==> src/rtl/frame_assembler_if.sv <==
// Sample-in / frame-out handshake bundle for frame_assembler.
// The master side drives samples and accepts frames; the slave side is the assembler.
interface frame_assembler_if #(
  parameter int SIZE  = 8,
  parameter int WIDTH = 8
);
  logic [WIDTH-1:0]      sample_in;
  logic                  sample_valid;
  logic                  sample_ready;
  logic                  flush;
  logic [SIZE*WIDTH-1:0] frame_out;
  logic                  frame_valid;
  logic                  frame_ready;
  logic [7:0]            frame_seq;

  modport master (
    output sample_in, sample_valid, flush, frame_ready,
    input  sample_ready, frame_out, frame_valid, frame_seq
  );

  modport slave (
    input  sample_in, sample_valid, flush, frame_ready,
    output sample_ready, frame_out, frame_valid, frame_seq
  );
endinterface

==> src/rtl/frame_assembler.sv <==
// Collects serial samples into SIZE-sample frames with HOP new samples between frames.
// Sample j of the frame sits at frame_out[j*WIDTH +: WIDTH], j=0 oldest.
module frame_assembler #(
  parameter int SIZE  = 8,
  parameter int WIDTH = 8,
  parameter int HOP   = 8
) (
  input logic             clk,
  input logic             rst,
  frame_assembler_if.slave bus
);

  if (HOP < 1 || HOP > SIZE) begin : g_bad_hop
    $error("frame_assembler: HOP=%0d must lie in 1..SIZE=%0d", HOP, SIZE);
  end

  localparam int CW = $clog2(SIZE + 1);
  localparam logic [CW-1:0] SIZE_C = CW'(SIZE);
  localparam logic [CW-1:0] HOP_C  = CW'(HOP);

  typedef enum logic [1:0] {FILL, HOLD, REFILL} state_t;

  state_t                state_q, state_d, base_state;
  logic [CW-1:0]         cnt_q, cnt_d, base_cnt, cnt_inc, need;
  logic [SIZE*WIDTH-1:0] shreg_q, shreg_d, base_reg, shifted;
  logic [7:0]            seq_q, seq_d;
  logic                  ready_q, valid_q;
  logic                  s_xfer, f_xfer;

  assign s_xfer = bus.sample_valid && ready_q;
  assign f_xfer = valid_q && bus.frame_ready;

  // Flush is folded in as a cleared starting point so a same-cycle sample still lands.
  always_comb begin
    base_state = bus.flush ? FILL : state_q;
    base_cnt   = bus.flush ? '0 : cnt_q;
    base_reg   = bus.flush ? '0 : shreg_q;
    state_d    = base_state;
    cnt_d      = base_cnt;
    shreg_d    = base_reg;
    seq_d      = seq_q;
    cnt_inc    = base_cnt + CW'(1);
    need       = (base_state == FILL) ? SIZE_C : HOP_C;
    shifted    = base_reg >> WIDTH;
    shifted[(SIZE-1)*WIDTH +: WIDTH] = bus.sample_in;

    case (base_state)
      FILL, REFILL: begin
        if (s_xfer) begin
          shreg_d = shifted;
          if (cnt_inc == need) begin
            state_d = HOLD;
            cnt_d   = '0;
          end else begin
            cnt_d = cnt_inc;
          end
        end
      end
      HOLD: begin
        if (f_xfer) begin
          state_d = REFILL;
          seq_d   = seq_q + 8'd1;
        end
      end
      default: state_d = FILL;
    endcase
  end

  always_ff @(posedge clk) begin
    if (!rst) begin
      state_q <= FILL;
      cnt_q   <= '0;
      shreg_q <= '0;
      seq_q   <= '0;
      ready_q <= 1'b0;
      valid_q <= 1'b0;
    end else begin
      state_q <= state_d;
      cnt_q   <= cnt_d;
      shreg_q <= shreg_d;
      seq_q   <= seq_d;
      ready_q <= (state_d != HOLD);
      valid_q <= (state_d == HOLD);
    end
  end

  assign bus.frame_out    = shreg_q;
  assign bus.frame_valid  = valid_q;
  assign bus.sample_ready = ready_q;
  assign bus.frame_seq    = seq_q;

endmodule

==> src/flat_wrapper.sv <==
// flat-port wrapper written by rule: the top's interface ports become plain ports
module frame_assembler_flat 
#(
  parameter int SIZE  = 8,
  parameter int WIDTH = 8,
  parameter int HOP   = 8
)
  (clk, rst, bus_sample_in, bus_sample_valid, bus_flush, bus_frame_ready, bus_sample_ready, bus_frame_out, bus_frame_valid, bus_frame_seq);
  frame_assembler_if #(.SIZE(SIZE), .WIDTH(WIDTH)) bus_i ();
  input logic clk;
  input logic rst;
  input wire logic [$bits(bus_i.sample_in)-1:0] bus_sample_in;
  input wire logic [$bits(bus_i.sample_valid)-1:0] bus_sample_valid;
  input wire logic [$bits(bus_i.flush)-1:0] bus_flush;
  input wire logic [$bits(bus_i.frame_ready)-1:0] bus_frame_ready;
  output wire logic [$bits(bus_i.sample_ready)-1:0] bus_sample_ready;
  output wire logic [$bits(bus_i.frame_out)-1:0] bus_frame_out;
  output wire logic [$bits(bus_i.frame_valid)-1:0] bus_frame_valid;
  output wire logic [$bits(bus_i.frame_seq)-1:0] bus_frame_seq;
  assign bus_i.sample_in = bus_sample_in;
  assign bus_i.sample_valid = bus_sample_valid;
  assign bus_i.flush = bus_flush;
  assign bus_i.frame_ready = bus_frame_ready;
  assign bus_sample_ready = bus_i.sample_ready;
  assign bus_frame_out = bus_i.frame_out;
  assign bus_frame_valid = bus_i.frame_valid;
  assign bus_frame_seq = bus_i.frame_seq;
  frame_assembler #(.SIZE(SIZE), .WIDTH(WIDTH), .HOP(HOP)) u_core (.clk(clk), .rst(rst), .bus(bus_i));
endmodule
==> config.mk <==
export PLATFORM = sky130hd
export DESIGN_NAME = frame_assembler_flat
export DESIGN_NICKNAME = d
export VERILOG_FILES = /design/src/rtl/frame_assembler_if.sv /design/src/rtl/frame_assembler.sv /design/src/flat_wrapper.sv
export SDC_FILE = /design/constraint.sdc
export NUM_CORES = 1
export LEC_CHECK = 0
export ABC_AREA = 0
export CAP_MARGIN = 20
export CORE_MARGIN = 2
export CORE_UTILIZATION = 51
export DETAILED_ROUTE_END_ITERATION = 12
export PLACE_DENSITY = 0.89
export RECOVER_POWER = 100
export SETUP_SLACK_MARGIN = 0.05
export SYNTH_ARGS = -nofsm -noshare
export SYNTH_HDL_FRONTEND = slang
export SYNTH_SLANG_ARGS = --single-unit
==> constraint.sdc <==
create_clock -name clk -period 3.7 [get_ports clk]
set_input_delay 1.11 -clock clk [delete_from_list [all_inputs] [get_ports clk]]
set_output_delay 1.11 -clock clk [all_outputs]
set_load 0.005 [all_outputs]
=== Word level (Yosys, flattened, before mapping) ===
Cells that the tools add are included.

* Register bits after elaboration: 80
* Bits in read-only memories: 0
* Memories: 0
* Word-level logic and storage cells: 30
* Output and inout port bits: 74
* Bits of input ports: 13
* RAM bits: 0
* Latch bits: 0

* Mux-type cells: 12
* Div/mod/pow operators: 0
* Bitwise operators: 0
* Eq/ne operators: 5
* $mul: 0
* Reduce and logical (&&, ||, !) cells: 5
* Shift operators: 0
* $lt $le $gt $ge: 0
* $add $sub $neg: 2

{| class="wikitable"
|+ Operator list
! cell !! count
|-
| 64-bit 2-to-1 mux || 3
|-
| 4-bit 2-to-1 mux || 4
|-
| 8-bit by 1-bit adder with 8-bit output, second input constant || 1
|-
| 2-bit 2-to-1 mux || 4
|-
| 4-bit by 1-bit adder with 4-bit output, second input constant || 1
|-
| 2-bit by 1-bit equality test with 1-bit output, second input constant || 2
|-
| 4-bit equality test, second input constant || 1
|-
| 2-bit case mux with 2 select lines || 1
|-
| 2-bit equality test, second input constant || 1
|-
| 1-bit logical AND || 2
|-
| 2-bit zero test || 1
|-
| 2-bit by 1-bit != test with 1-bit output, second input constant || 1
|-
| 2-bit AND reduction || 1
|-
| 2-bit OR reduction || 1
|}

=== Longest topological paths before layout ===
* Word-level depth: 7
* Gate-level depth with buffers: 5
* Depth with buffers taken out: 4

=== Worst setup path before layout ===
OpenSTA, ideal clock, no wires.

* Path type: input port to flip-flop
* Start point: input bus_flush
* End point: register u_core.seq_q[7], in the netlist u_core.bus.frame_seq[7]
* Setup time: 0.072 ns
* Path buffers: 0
* Setup slack: 1.713 ns
* Data required time: 3.628 ns
* Stages: 3
* Arrival: 1.915 ns
* Cell sequence: nand4b_4 -> or4_1 -> a21oi_1

* Longest elaborated chain between the ends: 3

{| class="wikitable"
|+ RTL lines
! item !! RTL line !! RTL
|-
| start, declared || flat_wrapper.sv:14 || <nowiki>input wire logic [$bits(bus_i.flush)-1:0] bus_flush;</nowiki>
|-
| 2-bit 2-to-1 mux || frame_assembler.sv:35 || <nowiki>base_state = bus.flush ? FILL : state_q;</nowiki>
|-
| 2-bit by 1-bit equality test with 1-bit output || frame_assembler.sv:47 || <nowiki>case (base_state)</nowiki>
|-
| 2-bit AND reduction (no line) || -- ||
|-
| end signal, assigned || frame_assembler.sv:81 || <nowiki>seq_q <= seq_d;</nowiki>
|-
| end, declared || frame_assembler.sv:26 || <nowiki>logic [7:0] seq_q, seq_d;</nowiki>
|}

No other way between the ends.
A chain may end at the register's enable or synchronous reset.

=== Worst setup path in the final report ===
* Start point: input bus_flush
* End point: register u_core.seq_q[5], in the netlist u_core.bus.frame_seq[5]

The elaborated chain is that of the path after synthesis.

==> flow_summary.ini <==
[floorplanning]
ios = 87
die_area_sq_um = 6820
die_w_um = 82.6
die_y_um = 82.6
start_util_pct = 52.9
num_rows = 28
core_sq_um = 5960

[global_routing]
grt.overflow.total = 0
grt_max_degree = 45
gr-usage-met1_pct = 31.8
grt_usage_pct = 24.2
grt_pass1_vias = 2747
grt_busiest_layer = met2
use_met2_pct = 37.9
use_met3_pct = 7.07
antenna_found_initial = 0
grt_first_pass_wirelength_mm = 12.8

[synthesis]
syn-num-nets = 385
yosys_warnings = 0
seq_area_frac_synth_pct = 50.9
ys_types = 30
syn_area_sq_um = 3150
synth_area_leaders = dfxtp_1, a21oi_1, nand3_1, o21ai_0, clkbuf_1
synth_top_area_share_pct = 50.9
synth_area_per_cell_sq_um = 8.49
syn_inst = 371
synth_area_leader_cell = dfxtp_1
ys_ff_latch = 80

[place]
port_buffers = 86
dp_hpwl_mm = 5.18
dp.cells = 501
place.gp.congestion = 0.812
preCtsSetupSlack_ns = 0.676

[timing]
fmax_mhz = 344
final.setup_skew_ns = 0.00542
slew_headroom_pct = 46.6
report.final.slew_viol_count = 0
min_period_over_period_pct = 78.5
fin_ws_ns = 0.794
rsz0062_at_grt = false
layout_min_cycle_time_ns = 2.91
worst-slew-pin-transition_ns = 0.799
hold_ws_ns = 0.473
finalHoldViolations = 0
tns_ns = 0
finalSetupViolCount = 0

[drt]
via_count = 3090
via_per_inst = 6.00
routedWlPerCell_um = 15.8
drcViolationCount = 0
dr.pass1.iters = 4
drtIter0Drc = 209
drtAntennaViolNets = 0
postRouteWirelength_mm = 8.12

[clock_tree]
cts_buffers = 9
cts_buffer_depth = 2
cts_tree = done
clk_pin_slew_ns = 0.07
cts_sinks = 80
cts_root_buffer = clkbuf_8
post_cts_buffers = 0
clk_latency_ns = 0.34
h-tree-depth = 3
ctsHoldBuffers = 0
cts_resized = 0

[worst_hold_path]
hold_path_depth = 2
hold_class = flip-flop to flip-flop

[setup_path]
r2r_cells = 4
crit_required_ns = 3.95
path_class = input port to flip-flop
cp_data_arrival_time_ns = 3.16
crit_fanout = 17
end_kind = flip-flop
start_kind = input port

[cells_and_area]
synthToLayoutAreaGrowth_pct = 33.6
final_cell_count_no_fill = 515
insertedDiodeCount = 0
layout_common_cells = dfxtp_1, dlygate4sd3_1, a21oi_1
fin_nets = 451
layout-drive-gt1-share_pct = 5.91
final_common_cell = dfxtp_1

[pwr]
p_leak_uw = 0.00152
p_per_area_nw_per_um2 = 386
ir_worst_vdd_v = 0.000265

[flow_run]
cap_violations = 0

[run_status]
status = finished, final reports clean
-- worst max-delay path, stage by stage --
cell	delay [ns]
dlygate4sd3_1	0.63
nand4b_1	0.58
or4_1	0.66
a21oi_1	0.17
-- logic make-up after synthesis --
logic type,Yosys count,synth area share [%]
compound gates,156,26.6
buf+inv,42,5.60
simple gates,92,16.5
fa+ha+maj,1,0.397
flops,80,50.9
-- layer usage --
| layer | up-vias | part of all wire [%] |
|---|---|---|
| met5 | - | 0 |
| met2 | 113 | 48 |
| met4 | 0 | 1.6 |
| li1 | 1494 | - |
| met3 | 12 | 7.0 |
| met1 | 1471 | 43 |
-- Yosys cell counts --
cell / n
a221oi_1: 1
nor4_1: 1
nor3b_1: 1
and2_1: 1
nand4b_1: 1
inv_1: 3
nand2_1: 5
or4_1: 7
or3b_2: 1
buf_6: 1
nand4b_4: 1
o211ai_1: 10
buf_1: 7
o21ai_0: 59
nand2b_1: 3
ha_1: 1
nand3_1: 64
nor2b_4: 1
a21oi_1: 75
o31ai_1: 7
a211oi_1: 1
nor3_1: 2
o21a_1: 2
dfxtp_1: 80
buf_2: 9
nand4_1: 2
clkinv_1: 1
or3_1: 2
clkbuf_1: 21
o311ai_0: 1
-- worst paths after layout --
path | from | to | slack [ns]
max reg2reg | u_core.state_q[0] | u_core.bus.frame_out[55] | 1.54
max | bus_flush | u_core.bus.frame_seq[5] | 0.79
min | u_core.bus.frame_out[37] | u_core.bus.frame_out[29] | 0.47
min reg2reg | u_core.bus.frame_out[37] | u_core.bus.frame_out[29] | 0.47
-- area by class of cell --
class	instances	area [sq um]
Clock buffer	10	138
Clock inverter	4	70.1
Fill cell	490	1750
Inverter	4	15.0
Multi-Input combinational cell	249	1360
Sequential cell	80	1600
Tap cell	75	93.8
Timing Repair Buffer	93	926
-- through the flow --
| stage | total power, uW | utilization (%) | area [sq um] |
|---|---|---|---|
| after global placement | 960 | 67.4 | 4020 |
| after floorplan | 927 | - | 3150 |
| after detailed placement | 960 | 67.4 | 4020 |
| after CTS | 1630 | 70.9 | 4220 |
| after global routing | 1670 | 70.6 | 4210 |
| final | 1620 | 70.6 | 4210 |
-- state kept, by name, summed over array words and instances (netlist names) --
| register | flops |
|---|---|
| u_core.state_q | 2 |
| u_core.bus.frame_valid | 1 |
| u_core.cnt_q | 4 |
| u_core.bus.sample_ready | 1 |
| u_core.bus.frame_out | 64 |
| u_core.bus.frame_seq | 8 |
-- power breakdown --
part | internal [uW] | leakage [uW] | switching (uW)
Clock | 389 | 0.000108 | 295
Combinational | 25.9 | 0.000765 | 44.1
Sequential | 865 | 0.000645 | 4.25
Note: power is estimated with default switching activity, not from simulation.
